### src/rtl/adder_rr_arbiter.sv
// Round-robin arbiter sharing one 16-bit ripple adder between NUM_REQ requesters.
// Optional build macro ADDER_SAT_EN: signed saturating sum plus the res_ovf output.

module adder_16bit (
   input  logic [15:0] a,
   input  logic [15:0] b,
   output logic [15:0] sum
);
   localparam int unsigned DATA_W = 16;

   // Bit-serial ripple chain; the final carry is dropped (modulo 2^16).
   always_comb begin : ripple
      logic carry;
      carry = 1'b0;
      sum   = '0;
      for (int unsigned i = 0; i < DATA_W; i++) begin
         sum[i] = a[i] ^ b[i] ^ carry;
         carry  = (a[i] & b[i]) | (carry & (a[i] ^ b[i]));
      end
   end
endmodule

module adder_rr_arbiter #(
   parameter int unsigned NUM_REQ = 4,
   parameter int unsigned ID_W    = 2
) (
   input  logic                    clk,
   input  logic                    rst,
   input  logic [NUM_REQ-1:0]      req_valid,
   output logic [NUM_REQ-1:0]      req_ready,
   input  logic [16*NUM_REQ-1:0]   req_a,
   input  logic [16*NUM_REQ-1:0]   req_b,
   output logic                    res_valid,
   input  logic                    res_ready,
   output logic [15:0]             res_sum,
`ifdef ADDER_SAT_EN
   output logic                    res_ovf,
`endif
   output logic [ID_W-1:0]         res_id
);
   localparam int unsigned DATA_W = 16;

   logic [ID_W-1:0]   rr_ptr;
   logic [ID_W-1:0]   grant_id;
   logic [ID_W-1:0]   scan_idx;
   logic              grant_found;
   logic              can_accept;
   logic              handshake;
   logic [DATA_W-1:0] op_a;
   logic [DATA_W-1:0] op_b;
   logic [DATA_W-1:0] raw_sum;
   logic [DATA_W-1:0] next_sum;

   // First valid requester at or after rr_ptr, wrapping.
   always_comb begin
      grant_found = 1'b0;
      grant_id    = '0;
      scan_idx    = '0;
      for (int unsigned k = 0; k < NUM_REQ; k++) begin
         scan_idx = ID_W'((32'(rr_ptr) + k) % NUM_REQ);
         if (!grant_found && req_valid[scan_idx]) begin
            grant_found = 1'b1;
            grant_id    = scan_idx;
         end
      end
   end

   assign can_accept = !res_valid || res_ready;
   assign handshake  = grant_found && can_accept && !rst;

   always_comb begin
      req_ready = '0;
      if (handshake) req_ready[grant_id] = 1'b1;
   end

   assign op_a = req_a[{grant_id, 4'h0} +: DATA_W];
   assign op_b = req_b[{grant_id, 4'h0} +: DATA_W];

   adder_16bit u_adder (
      .a   (op_a),
      .b   (op_b),
      .sum (raw_sum)
   );

`ifdef ADDER_SAT_EN
   logic next_ovf;

   // Same-sign operands producing an opposite-sign result overflowed.
   assign next_ovf = (op_a[15] == op_b[15]) && (raw_sum[15] != op_a[15]);
   assign next_sum = next_ovf ? (op_a[15] ? 16'h8000 : 16'h7FFF) : raw_sum;
`else
   assign next_sum = raw_sum;
`endif

   // Single-entry result stage; a drain and a new load may coincide.
   always_ff @(posedge clk) begin
      if (rst) begin
         res_valid <= 1'b0;
         res_sum   <= '0;
         res_id    <= '0;
         rr_ptr    <= '0;
`ifdef ADDER_SAT_EN
         res_ovf   <= 1'b0;
`endif
      end else if (handshake) begin
         res_valid <= 1'b1;
         res_sum   <= next_sum;
         res_id    <= grant_id;
         rr_ptr    <= ID_W'((32'(grant_id) + 1) % NUM_REQ);
`ifdef ADDER_SAT_EN
         res_ovf   <= next_ovf;
`endif
      end else if (res_ready) begin
         res_valid <= 1'b0;
      end
   end
endmodule
### config.mk
export PLATFORM = sky130hd
export DESIGN_NAME = adder_rr_arbiter
export DESIGN_NICKNAME = d
export VERILOG_FILES = /design/src/rtl/adder_rr_arbiter.sv
export SDC_FILE = /design/constraint.sdc
export NUM_CORES = 1
export LEC_CHECK = 0
export ABC_AREA = 1
export BUFFER_PORTS_ARGS = -buffer_cell sky130_fd_sc_hd__clkbuf_2
export CAP_MARGIN = 20
export CORE_UTILIZATION = 35
export CTS_CLUSTER_SIZE = 40
export DETAILED_ROUTE_END_ITERATION = 10
export GPL_ROUTABILITY_DRIVEN = 0
export MAX_ROUTING_LAYER = met4
export PLACE_DENSITY = 0.68
export SLEW_MARGIN = 15
export SYNTH_ARGS = -nofsm -noshare
export SYNTH_HDL_FRONTEND = slang
export SYNTH_SLANG_ARGS = --single-unit
### constraint.sdc
create_clock -name clk -period 16.5 [get_ports clk]
set_input_delay 3.3 -clock clk [delete_from_list [all_inputs] [get_ports clk]]
set_output_delay 3.3 -clock clk [all_outputs]
set_load 0.02 [all_outputs]
[Yosys cells after proc, flatten, opt, wreduce, memory -nomap -nowiden]
Index checks and enable logic that the tools add are counted.
Storage, ports and cells
  register bits after elaboration: 21
  input bits: 135
Operators by class
  add/subtract/negate cells: 4
  magnitude comparators: 6
  shift operators: 2
  mux-type cells: 21
  bitwise logic cells: 74
  reductions and logical operators: 13
Operator list (count)
  64-bit by 7-bit indexed part select with 16-bit output: 2
  1-bit XOR: 31
  1-bit bitwise AND: 29
  2-bit by 3-bit < comparator with 1-bit output (second input constant): 5
  1-bit OR: 14
  1-bit 2-to-1 mux: 11
  1-bit binary-select mux with 2-bit select: 4
  2-bit 2-to-1 mux: 4
  1-bit logical AND: 6
  1-bit logical NOT: 5
  2-bit by 1-bit adder with 2-bit output (second input constant): 2
  2-bit adder (second input constant): 2
  4-bit 2-to-1 mux: 1
  1-bit demux with 2-bit select: 1
  2-bit by 1-bit >= comparator with 1-bit output (second input constant): 1
  2-bit nonzero test: 1
  1-bit logical OR: 1

[Logic depth before layout (Yosys ltp)]
  word-level depth: 43
  depth in mapped cells: 35

[Hierarchy]
From an unflattened synthesis, not the netlist that was laid out.
Unflattened totals
  cells, all modules: 375
  area, all modules: 2477.4 um^2
By module, submodules not included
  adder_rr_arbiter: times used 1, cells an instance 345, area an instance 2125.8 um^2
  adder_16bit: times used 1, cells an instance 30, area an instance 351.6 um^2

[Least setup slack after synthesis]
OpenSTA, ideal clock, no wires.
  path type: in2reg
  start: input req_valid[3]
  end: register res_sum[15]
  library setup time: 125 ps
  arrival: 9692 ps
  data required time: 16375 ps
  path slack: 6682 ps
  stages: 33
  path buffers: 2
  cell sequence: inv_1 -> nand2_2 -> nand3_2 -> nand2_2 -> nor2_8 -> nand3_4 -> nand3_4 -> buf_6 -> buf_2 -> nand2_1 -> a32oi_1 -> ha_1 -> fa_1 -> fa_1 -> fa_1 -> inv_1 -> fa_1 -> fa_1 -> fa_1 -> fa_1 -> fa_1 -> fa_1 -> fa_1 -> fa_1 -> fa_1 -> fa_1 -> fa_1 -> inv_1 -> nand3_1 -> nand2_1 -> nand2_1 -> nand2_1 -> a21oi_2
Between the ends
  cells in the longest elaborated chain, start to end: 43
  elaborated cells between the ends (all ways): 85
Ends and longest elaborated chain
  start: declaration: RTL line 29  | input logic [NUM_REQ-1:0] req_valid,
  1-bit binary-select mux with 2-bit select: RTL line 61  | if (!grant_found && req_valid[scan_idx]) begin
  1-bit 2-to-1 mux (implied by the code): RTL line 61
  1-bit 2-to-1 mux: RTL line 61
  1-bit logical NOT: RTL line 61
  1-bit logical AND: RTL line 61
  1-bit 2-to-1 mux: RTL line 61
  1-bit logical NOT: RTL line 61
  1-bit logical AND: RTL line 61
  (+27 left out)
  1-bit OR: RTL line 18  | carry = (a[i] & b[i]) | (carry & (a[i] ^ b[i]));
  1-bit bitwise AND: RTL line 18
  1-bit OR: RTL line 18
  1-bit bitwise AND: RTL line 18
  1-bit OR: RTL line 18
  1-bit bitwise AND: RTL line 18
  1-bit OR: RTL line 18
  1-bit XOR: RTL line 17  | sum[i] = a[i] ^ b[i] ^ carry;
  end signal: assignment: RTL line 107  | res_sum <= next_sum;
  end: declaration: RTL line 35  | output logic [15:0] res_sum,
Several ways; a longest one is shown, not always the timed one. The select of a mux whose other input is x is not followed.
A chain may end at the register's enable or synchronous reset.

[Worst setup path in the final report]
  start: input req_valid[0]
  end: register res_sum[15]
Same word-level chain as after synthesis.

==> metrics.txt <==
Max-cap violations 0; crit share post-route 0.677; clk_skew 0.00668 ns; vias per cell 4.85; die width 85.9 um; maximum clock frequency 89.5 MHz; vias in the first global route 2595; Initial Util 0.363; Layout area overhead 32.2%; vias 2927; hold crit path type register to register; Largest delay share family, worst path adder cells; final setup TNS 0 ns; number of antenna repair diodes 0; Post-synth top cells 128 x nand2_1, 38 x a21oi_1, 27 x o21ai_0; I/O pin count 158; post-synth top area cell nand2_1; CP arrival 11.30 ns; pre-CTS WS 5.00 ns; Setup Viol. Count Final 0; first-pass GRT wire length 11.4 mm; crit-path max FO 69; routed len/inst 11.8 um; Yosys reg bits 21; Clock Sinks 21; PwrDens 246 nW/um^2; I/O Buffers 157; crit path launch type primary input; hold path start res_sum[0]; crit-path most repeated cell fa_1; ys async rst share 0; crit path launch req_valid[0]; total power 0.000803 W; H-tree depth 1; Worst Tran Pin Value 0.930 ns; Worst path slowest cell inv_2; Total Routing Usage GR 0.194; crit path buf inv count 6; synth top area cells nand2_1 19%, dfxtp_1 17%, fa_1 11%; worst setup path class primary input to register; RSZ-0062 raised after global routing no; Avg Synthesized Cell Area 6.61 sq um; Max stage delay on crit path 0.95 ns; count leader, synth nand2_1; fin. max-slew vios 0; number of buffers created by CTS 3; Ys Warns 0; Yosys cell types 25; Die H 85.9 um; TritonCTS clock tree done; Pre-antenna DRT Iters 5; CP required 16.63 ns; sequential fraction of the synthesis area 0.171; Final HPWL DP 5.76 mm; Hold Vio Cnt, Final 0; RR Startpoint rr_ptr[0]; Mapped Cells 373; CTS Buffer Depth 2; post-route ant nets 0; Setup crit end kind register; post-CTS setup buffer count 0; Most used DFF post-synth dfxtp_1; Mapped Area 2460 sq um; DRC Markers 0; Yosys top cell area share 0.195; Reg clk slew, reported paths 0.08 ns; min cycle time layout 11.17 ns; Slew headroom 0.379; clock root buffer clkbuf_8; share of cells above drive strength 1 0.370; Worst Slack Setup Final 5.33 ns; full die area 7380 sq um; Clock Latency Late Sink 0.26 ns; Hold Buf Count CTS 0; grt total ovfl 0; CTS resizes 0; WHS 0.465 ns; count of flip-flops with a built-in enable after synthesis 0; antenna violations before repair 0; fin nets 663; status finished clean; core area 6790 sq um; final WL 7.13 mm; std cell rows 30; largest net degree at the start of global routing 70; P_leak 1.74 nW; Synthesized Nets 527; maximum VDD drop 0.000114 V; drt first-iter violations 97
-- sequential cells by signal, summed over array words and instances, names as in the netlist --
register / count
rr_ptr: 2
res_valid: 1
res_id: 2
res_sum: 16
-- worst reg2reg max path, delay by kind of cell (launching register included) --
kind	cells	cell delay (ns)
AND/OR/NAND/NOR	9	1.25
AO/OA/AOI/OAI	3	0.41
flip-flops	1	0.60
adder cells (fa/ha/maj)	15	5.05
buffers and inverters	5	1.36
-- where the power goes --
group	switching (W)	internal [W]
clock network	0.0000164	0.0000168
logic	0.000418	0.000267
registers	0.0000127	0.0000716
total	0.000447	0.000356
-- area by class of cell --
class                      instances  area, sq um
inverter                          25         93.8
timing repair buffer             157          786
fill                             740         3530
multi-input combinational        301         1790
clock buffer                       3         41.3
clock inverter                     1         5.00
sequential                        21          420
tap                               96          120
-- through the flow --
step	instance area (sq um)	cells	util
floorplan	2460	373	-
global placement	3210	600	0.473
detailed placement	3210	600	0.473
CTS	3260	604	0.480
global route	3260	604	0.480
finish	3260	604	0.480
-- placed cells by master, fill, tap and decap left out, drive strengths merged --
cell type | netlist | routed
inv | 25 | 25
clkbuf | 4 | 160
o22ai | 6 | 6
a21oi | 39 | 39
a32oi | 2 | 2
ha | 5 | 5
nand2 | 142 | 142
nor2 | 19 | 19
fa | 14 | 14
o21ai | 28 | 28
clkinv | 0 | 1
nand3 | 20 | 20
nand4 | 4 | 4
dfxtp | 21 | 21
a32o | 22 | 22
-- cells by family after synthesis --
group	Yosys count	synth area share
AO/OA/AOI/OAI	97	0.249
adder cells (fa/ha/maj)	19	0.139
flip-flops	21	0.171
buffers and inverters	51	0.102
AND/OR/NAND/NOR	185	0.339
-- per-layer routing --
metal | GRT usage | routed length (um)
met5 | - | 0
met2 | 0.351 | 3590
met4 | 0.0288 | 30
met1 | 0.229 | 3060
met3 | 0.0308 | 460
-- worst paths after layout --
path,slack [ns],depth (start not counted),endpoint
setup / recovery,5.33,34,res_sum[15]
hold reg to reg,0.47,2,res_sum[0]
hold / removal,0.47,2,res_sum[0]
setup reg to reg,7.72,32,res_sum[15]
No activity file was read; power rests on OpenSTA's default activity.
